==> src/rtl/ga23_sdr_arbiter.sv <==
// GA23 tile-row fetch arbiter: latches per-layer tile requests, serialises them
// round-robin onto the single SDRAM tile port and returns each row to its layer.

module ga23_sdr_arbiter #(
    parameter int NUM_LAYERS = 3,
    parameter int ADDR_W     = 22,
    parameter int DATA_W     = 32
) (
    input  logic                         clk,
    input  logic                         reset_n,
    input  logic [NUM_LAYERS-1:0]        layer_req,
    input  logic [NUM_LAYERS*ADDR_W-1:0] layer_addr,
    output logic [NUM_LAYERS*DATA_W-1:0] layer_data,
    output logic [NUM_LAYERS-1:0]        layer_rdy,
    output logic [NUM_LAYERS-1:0]        overrun,
    output logic [ADDR_W-1:0]            sdr_addr,
    output logic                         sdr_req,
    input  logic                         sdr_rdy,
    input  logic [DATA_W-1:0]            sdr_data
);

    localparam int IDX_W = (NUM_LAYERS > 1) ? $clog2(NUM_LAYERS) : 1;

    typedef enum logic [0:0] {
        ST_IDLE = 1'b0,
        ST_WAIT = 1'b1
    } state_t;

    state_t                  state_r;
    logic [NUM_LAYERS-1:0]   pending_r;
    logic [ADDR_W-1:0]       pend_addr_r [NUM_LAYERS];
    logic [IDX_W-1:0]        rr_ptr_r;
    logic [IDX_W-1:0]        cur_r;

    logic                    grant_valid_s;
    logic [IDX_W-1:0]        grant_idx_s;
    logic [NUM_LAYERS-1:0]   grant_oh_s;
    logic [IDX_W-1:0]        next_ptr_s;
    logic [IDX_W-1:0]        cand_idx_s;
    int                      cand_s;

    // Round-robin search: walk offsets downward so the smallest offset from rr_ptr wins.
    always_comb begin
        grant_valid_s = 1'b0;
        grant_idx_s   = '0;
        cand_s        = 0;
        cand_idx_s    = '0;
        for (int k = NUM_LAYERS - 1; k >= 0; k--) begin
            cand_s = int'(rr_ptr_r) + k;
            if (cand_s >= NUM_LAYERS) begin
                cand_s = cand_s - NUM_LAYERS;
            end else begin
                cand_s = cand_s;
            end
            cand_idx_s = IDX_W'(cand_s);
            if (pending_r[cand_idx_s]) begin
                grant_valid_s = 1'b1;
                grant_idx_s   = cand_idx_s;
            end else begin
                grant_valid_s = grant_valid_s;
            end
        end
    end

    // One-hot view of the layer being granted this cycle (only meaningful in IDLE).
    always_comb begin
        grant_oh_s = '0;
        if ((state_r == ST_IDLE) && grant_valid_s) begin
            grant_oh_s[grant_idx_s] = 1'b1;
        end else begin
            grant_oh_s = '0;
        end
    end

    // Pointer advances to the layer after the one just served, wrapping at NUM_LAYERS.
    always_comb begin
        if (cur_r == IDX_W'(NUM_LAYERS - 1)) begin
            next_ptr_s = '0;
        end else begin
            next_ptr_s = cur_r + IDX_W'(1);
        end
    end

    // Request capture, grant FSM and all registered outputs.
    always_ff @(posedge clk) begin
        if (!reset_n) begin
            state_r    <= ST_IDLE;
            pending_r  <= '0;
            rr_ptr_r   <= '0;
            cur_r      <= '0;
            layer_data <= '0;
            layer_rdy  <= '0;
            overrun    <= '0;
            sdr_addr   <= '0;
            sdr_req    <= 1'b0;
            for (int i = 0; i < NUM_LAYERS; i++) begin
                pend_addr_r[i] <= '0;
            end
        end else begin
            sdr_req   <= 1'b0;
            layer_rdy <= '0;

            // A re-request while granted keeps the new address pending; the grant
            // below reads the old latched address because this is a non-blocking update.
            for (int i = 0; i < NUM_LAYERS; i++) begin
                if (layer_req[i]) begin
                    pending_r[i]   <= 1'b1;
                    pend_addr_r[i] <= layer_addr[i*ADDR_W +: ADDR_W];
                    if (pending_r[i] && !grant_oh_s[i]) begin
                        overrun[i] <= 1'b1;
                    end
                end else if (grant_oh_s[i]) begin
                    pending_r[i] <= 1'b0;
                end
            end

            case (state_r)
                ST_IDLE: begin
                    if (grant_valid_s) begin
                        sdr_addr <= pend_addr_r[grant_idx_s];
                        sdr_req  <= 1'b1;
                        cur_r    <= grant_idx_s;
                        state_r  <= ST_WAIT;
                    end
                end
                ST_WAIT: begin
                    if (sdr_rdy) begin
                        layer_data[cur_r*DATA_W +: DATA_W] <= sdr_data;
                        layer_rdy[cur_r] <= 1'b1;
                        rr_ptr_r         <= next_ptr_s;
                        state_r          <= ST_IDLE;
                    end
                end
                default: begin
                    state_r <= ST_IDLE;
                end
            endcase
        end
    end

    ga23_sdr_arbiter_chk #(
        .NUM_LAYERS (NUM_LAYERS)
    ) u_chk (
        .clk       (clk),
        .reset_n   (reset_n),
        .layer_rdy (layer_rdy),
        .sdr_req   (sdr_req)
    );

endmodule

// Protocol invariants of the arbiter outputs.
module ga23_sdr_arbiter_chk #(
    parameter int NUM_LAYERS = 3
) (
    input logic                  clk,
    input logic                  reset_n,
    input logic [NUM_LAYERS-1:0] layer_rdy,
    input logic                  sdr_req
);

    // At most one layer is handed data per cycle.
    a_rdy_onehot: assert property (@(posedge clk) disable iff (!reset_n)
        $onehot0(layer_rdy));

    // The controller request is a single-cycle pulse.
    a_req_pulse: assert property (@(posedge clk) disable iff (!reset_n)
        sdr_req |=> !sdr_req);

endmodule

==> config.mk <==
export PLATFORM = sky130hd
export DESIGN_NAME = ga23_sdr_arbiter
export DESIGN_NICKNAME = d
export VERILOG_FILES = /design/src/rtl/ga23_sdr_arbiter.sv
export SDC_FILE = /design/constraint.sdc
export NUM_CORES = 1
export LEC_CHECK = 0
export CAP_MARGIN = 20
export CORE_MARGIN = 4
export CORE_UTILIZATION = 25
export CTS_CLUSTER_SIZE = 10
export DETAILED_ROUTE_END_ITERATION = 8
export SYNTH_ARGS = -nofsm -noshare
export SYNTH_HDL_FRONTEND = slang
export SYNTH_SLANG_ARGS = --single-unit
==> constraint.sdc <==
create_clock -name clk -period 2.65 [get_ports clk]
set_clock_uncertainty 0.15 [all_clocks]
set_input_delay 0.265 -clock clk [delete_from_list [all_inputs] [get_ports clk]]
set_output_delay 0.265 -clock clk [all_outputs]
set_load 0.01 [all_outputs]
==> flow_summary.ini, run 1 <==
[status]
status = finished, final reports clean

[final_layout]
nets = 1008
final_cells = 1304
final_area_um2 = 11200
final_core_util_pct = 36.4
area_growth_pct = 43.0
layout-drive-gt1-share_pct = 6.83
antenna_cells = 0

[sta]
fin_crit_sh_pct = 91.4
fmax_ghz = 0.413
fin_tns_setup_ns = 0
fin_ws_ns = 0.229
holdWs_ns = 0.161
tightest_slew_ns = 0.563
hold_viol_final = 0
drv_slew = 0
slew_headroom_pct = 62.3
period_needed_ns = 2.42
rsz0062_at_grt = false
finalSetupViolCount = 0

[synthesis]
syn-num-nets = 795
synthTopCellsByArea = dfxtp_1 (34%), edfxtp_1 (25%), a22oi_1 (9.3%), nor2b_1 (7.9%), and2_1 (5.5%)
synth_top_cells_by_count = dfxtp_1 (133), nor2b_1 (99), a22oi_1 (97), and2_1 (69), edfxtp_1 (66)
synthArstFlopShare_pct = 0
synth_edf_count = 66
yosysTopAreaCell = dfxtp_1
synth_most_common_cell = dfxtp_1
synth_area_um2 = 7860
synth_flop_cell = dfxtp_1
yosysWarnings = 0
yosysTopAreaCellShare_pct = 33.9
yosys_register_bits = 199
synth.avg_cell_area_um2 = 11.5
seq_area_frac_synth_pct = 59.1
synth_cell_types = 43
synthCells = 682

[floorplanning]
core_area_um2 = 30800
initial_core_util_pct = 25.5
fp.dieH_um = 185
dieArea_um2 = 34300
fp.dieW_um = 185
io_pins = 229
row_count = 64

[drt]
wl_per_cell_um = 17.2
m1WireLength_mm = 10.4
ant_nets = 0
route.detailed.drc = 0
top_layer = met5
drt-total-wl_mm = 22.4
drt-initial-drc-count = 282
routed_via_density = 4.62
drtPass1Iterations = 4
met2_length_mm = 10.0
wl_met3_mm = 1.80
num_vias = 6026

[setup_path]
r2r_slack_ns = 0.23
cp_cell_sequence = inv_1 > ha_1 > buf_4 > mux2i_1 > o21ai_0 > a21o_1 > nand2_1 > buf_4 > o21ai_0
crit_type = flop to flop
crit_path_max_fanout = 21
r2r-end = sdr_addr[4]$_SDFFE_PN0P_
cpPeakStageDelay_ns = 0.40
regToRegStartpoint = rr_ptr_r[1]$_SDFFE_PN0P_
end_kind = flop
critical_path_required_ns = 2.85
start_kind = flop
slowest_stage = dfxtp_1
arrival_ns = 2.62
ff2ff_path_depth = 9

[cts]
cts_max_level = 4
clockBufferDepth = 2
clk_pin_slew_ns = 0.08
cts-root-buf = clkbuf_16
cts_hold_buf = 0
cts_tree = yes
cts-buffers-inserted = 17
clkSinkCount = 199
post_cts_buffers = 0
clock_latency_ns = 0.44

[global_routing]
grt_pass1_wl_mm = 33.9
antenna_found_initial = 1
grt_pass1_vias = 5936
gr-total-overflow = 0
gr-usage-all-layers_pct = 12.6
grt_max_degree = 67

[power_and_ir_drop]
p_per_area_nw_per_um2 = 658
finalPower_mw = 7.39
leakagePower_nw = 3.93
ir_worst_vdd_mv = 0.406

[placement]
dp_hpwl_mm = 15.4
dp_slack_ns = 0.170
dpl-instance-area_um2 = 10600
place.port_buffers = 228
place.gp.congestion = 0.757
dp_cells = 1272

[job]
maxCapViolCount = 0

[hold_path]
holdCritPathClass = input port to flop
worstHoldPathCells = 2
min-delay-start = reset_n
hold_end = overrun[0]$_SDFFE_PN0P_
layout make-up:
class / instances / area [um^2]
Timing Repair Buffer: 248 / 2470
Fill cell: 3031 / 19600
Multi-Input combinational cell: 422 / 2980
Clock buffer: 17 / 425
Tap cell: 396 / 495
Inverter: 7 / 26.3
Clock inverter: 15 / 195
Sequential cell: 199 / 4640
where the power goes:
part | internal, mW | switching (mW)
Sequential | 3.38 | 0.129
Clock | 1.38 | 1.33
Combinational | 0.606 | 0.577
worst max-delay path: cells and delay by family, from the launching register on:
family                   cells  cell delay (ns)
multiplexers                 1             0.14
flip-flops                   1             0.40
AO/OA/AOI/OAI                3             0.90
AND/OR/NAND/NOR              1             0.09
adder cells (fa/ha/maj)      1             0.21
buffers and inverters        3             0.45
kinds of logic (layout without fill, tap and decap cells):
group / Yosys count / in the layout / synth area share [%]
AOI/OAI and AO/OA: 179 / 179 / 16.5
muxes: 23 / 23 / 2.99
buffers and inverters: 61 / 287 / 3.50
DFF: 199 / 199 / 59.1
adders and majority gates: 9 / 9 / 1.43
and+or+nand+nor: 211 / 211 / 16.4
worst max path at each step:
stage                                         from                   endpoint  slack (ns)
after CTS                 rr_ptr_r[0]$_SDFFE_PN0P_   sdr_addr[0]$_SDFFE_PN0P_        0.16
after global routing      rr_ptr_r[0]$_SDFFE_PN0P_   sdr_addr[0]$_SDFFE_PN0P_        0.03
after floorplan           rr_ptr_r[1]$_SDFFE_PN0P_    overrun[1]$_SDFFE_PN0P_        0.30
final                     rr_ptr_r[1]$_SDFFE_PN0P_   sdr_addr[4]$_SDFFE_PN0P_        0.23
after global placement    rr_ptr_r[0]$_SDFFE_PN0P_  sdr_addr[20]$_SDFFE_PN0P_        0.29
after detailed placement  rr_ptr_r[0]$_SDFFE_PN0P_  sdr_addr[11]$_SDFFE_PN0P_        0.17
cells in the final DEF, fill, tap and decap left out, drive strengths merged, types with 2 or more instances in the layout:
master | Yosys | layout
inv | 7 | 15
a22oi | 97 | 97
nand2b | 4 | 4
nor2 | 3 | 3
nand2 | 21 | 21
nand3 | 4 | 4
dfxtp | 133 | 133
and3 | 4 | 4
edfxtp | 66 | 66
o21ai | 30 | 30
o221ai | 2 | 2
and2 | 69 | 69
a21oi | 4 | 4
ha | 9 | 9
clkinv | 0 | 6
a31o | 2 | 2
a31oi | 4 | 4
o31a | 2 | 2
nor2b | 99 | 99
mux2i | 22 | 22
a21boi | 3 | 3
o21a | 2 | 2
a32oi | 21 | 21
nor4b | 3 | 3
clkbuf | 36 | 17
a21o | 3 | 3
clkdlybuf4s50 | 0 | 227
buf | 18 | 21
registers in the layout, indices dropped and copies added, names as in the netlist:
register,cells
cur_r,2
layer_data,96
layer_rdy,3
overrun,3
pend_addr_r,66
pending_r,3
rr_ptr_r,2
sdr_addr,22
sdr_req,1
state_r,1
layer usage:
layer  global-route usage, %  vias to the layer above
met1                    16.9                     2880
li1                        -                     2898
met2                    19.5                      228
met5                       0                        -
met4                    3.05                        2
met3                    4.20                       18
what timing repair did:
item                                    CTS  global route
gates resized for setup                   0             3
endpoints found under the hold margin     0             0
endpoints found under the setup margin    0            10
(Power assumes the default switching activity.)
==> inputs of run 2 (changes only) <==
- SLEW_MARGIN: unset -> 20
==> results of run 2 <==
The final DEF is identical to that of run 1; final timing and power are the same.
==> inputs of run 3 (changes only) <==
- CORE_UTILIZATION: 25 -> 47
- PLACE_DENSITY: unset -> 0.79
==> flow_summary.ini, run 3 (synthesized netlist as in run 1, its figures left out) <==
[cts]
clk_pin_slew_ns = 0.06
clock_latency_ns = 0.42
clkSinkCount = 199
cts-root-buf = clkbuf_16
cts_tree = yes
cts-buffers-inserted = 17
clockBufferDepth = 2
cts_max_level = 4

[drt]
drtPass1Iterations = 5
routed_via_density = 5.31
route.detailed.drc = 0
drt-initial-drc-count = 294
num_vias = 5985
wl_per_cell_um = 17.7
ant_nets = 0
drt-total-wl_mm = 19.9

[setup_path]
slowest_stage = ha_1
ff2ff_path_depth = 8
end_kind = flop
regToRegStartpoint = rr_ptr_r[0]$_SDFFE_PN0P_
cp_cell_sequence = inv_1 > ha_1 > nor2b_1 > o21ai_0 > a31o_2 > buf_4 > a32oi_1 > o21ai_0
startpoint = rr_ptr_r[0]$_SDFFE_PN0P_
start_kind = flop
path_common_cell = o21ai_0
cpPeakStageDelay_ns = 0.44
arrival_ns = 2.57
crit_type = flop to flop
critical_path_required_ns = 2.80
crit_path_max_fanout = 19

[final_layout]
layout_commonest_cell = clkdlybuf4s50_1
top_register = layer_data
final_cell_mix = clkdlybuf4s50_1 (227), dfxtp_1 (133), nor2b_1 (99)
largest_reg_flops = 96
top_regs = layer_data x96, pend_addr_r x66, sdr_addr x22
nets = 1007
area_growth_pct = 38.9
layout-drive-gt1-share_pct = 6.50
antenna_cells = 0

[sta]
holdWs_ns = 0.157
slew_headroom_pct = 66.1
finalSetupViolCount = 0
fin_tns_setup_ns = 0
rsz0062_at_grt = false
period_needed_ns = 2.42
drv_slew = 0
tightest_slew_ns = 0.507
hold_viol_final = 0
fmax_ghz = 0.413
fin_crit_sh_pct = 91.4

[power_and_ir_drop]
p_int_mw = 5.26
seqPwrFrac_pct = 49.8
p_comb_share_pct = 16.3
switching_share_pct = 25.3
leakagePower_nw = 3.88
p_per_area_nw_per_um2 = 645
clkPwrFrac_pct = 33.9
ir_worst_vdd_mv = 0.469
p_sw_mw = 1.78

[hold_path]
holdCritPathClass = input port to flop
worstHoldPathCells = 2
min-delay-start = reset_n

[floorplanning]
row_count = 47
dieArea_um2 = 18800
fp.dieH_um = 137
core_area_um2 = 16500
io_pins = 229
fp.dieW_um = 137
initial_core_util_pct = 47.7

[placement]
dp_hpwl_mm = 13.9
place.port_buffers = 228
place.gp.congestion = 0.836

[global_routing]
grt_pass1_vias = 6029
gr-usage-all-layers_pct = 21.0
gr-total-overflow = 0
grt_max_degree = 67
grt_pass1_wl_mm = 30.8
antenna_found_initial = 0

[status]
status = finished, final reports clean

[job]
maxCapViolCount = 0
==> run 3: changes by cell type in the layout (fill, tap and decap cells not counted) <==
cell	before	now
a31o_4	1	0
o21ai_1	1	2
o21ai_0	29	28
clkinv_8	4	0
nor3b_1	1	0
buf_12	3	2
clkbuf_1	0	3
clkinv_2	0	6
inv_6	3	4
clkinv_4	2	0
inv_8	5	0
clkinvlp_4	0	1
a31o_2	0	1
nor3b_2	0	1
==> run 3: stage by stage <==
step | std cells | setup WS [ns] | cell area [um^2] | util, % | total power [mW]
6_report | 1127 | 0.227 | 10900 | 66.3 | 7.04
2_1_floorplan | 682 | 0.299 | 7860 | - | 4.12
3_5_place_dp | 1095 | 0.157 | 10400 | 62.9 | 4.72
5_1_grt | 1127 | 0.0193 | 10900 | 66.3 | 7.33
3_3_place_gp | 1095 | 0.304 | 10400 | 62.9 | 4.69
4_1_cts | 1127 | 0.148 | 10900 | 66.2 | 7.09
==> run 3: per-layer routing <==
| metal | vias to the layer above | wire (um) | track usage (%) |
|---|---|---|---|
| met5 | - | 0 | 0 |
| met4 | 0 | 433 | 7.93 |
| met3 | 32 | 1910 | 6.83 |
| met2 | 272 | 9440 | 35.1 |
| met1 | 2783 | 8130 | 25.4 |
| li1 | 2898 | - | - |
==> run 3: cell type report <==
cell class | count | area [um^2]
Sequential cell | 199 | 4640
Clock buffer | 20 | 437
Clock inverter | 12 | 103
Timing Repair Buffer | 247 | 2450
Tap cell | 220 | 275
Inverter | 7 | 26.3
Fill cell | 1299 | 5560
Multi-Input combinational cell | 422 | 2980
==> run 3: what timing repair did <==
action	4_1_cts	5_1_grt
endpoints found under the setup margin	0	20
hold buffers	0	0
resized for setup	0	4
buffers inserted	0	0
==> run 3: worst paths after layout <==
| path | end | slack [ns] |
|---|---|---|
| max | sdr_addr[12]$_SDFFE_PN0P_ | 0.23 |
| min | overrun[0]$_SDFFE_PN0P_ | 0.16 |
| max reg2reg | sdr_addr[12]$_SDFFE_PN0P_ | 0.23 |
| min reg2reg | sdr_addr[1]$_SDFFE_PN0P_ | 0.31 |
==> run 3: worst max-delay path, delay by kind of cell, from the launching register on <==
family,cells,cell delay [ns]
DFF,1,0.35
AOI/OAI and AO/OA,4,0.88
adders and majority gates,1,0.44
buffers and inverters,2,0.29
and+or+nand+nor,1,0.20
==> run 3: power groups by stage <==
stage	combinational (mW)	sequential [mW]	clock, mW
5_1_grt	1.26	3.53	2.55
3_3_place_gp	1.12	3.56	0
4_1_cts	1.15	3.50	2.43
2_1_floorplan	0.544	3.58	0
6_report	1.15	3.50	2.39
3_5_place_dp	1.15	3.57	0
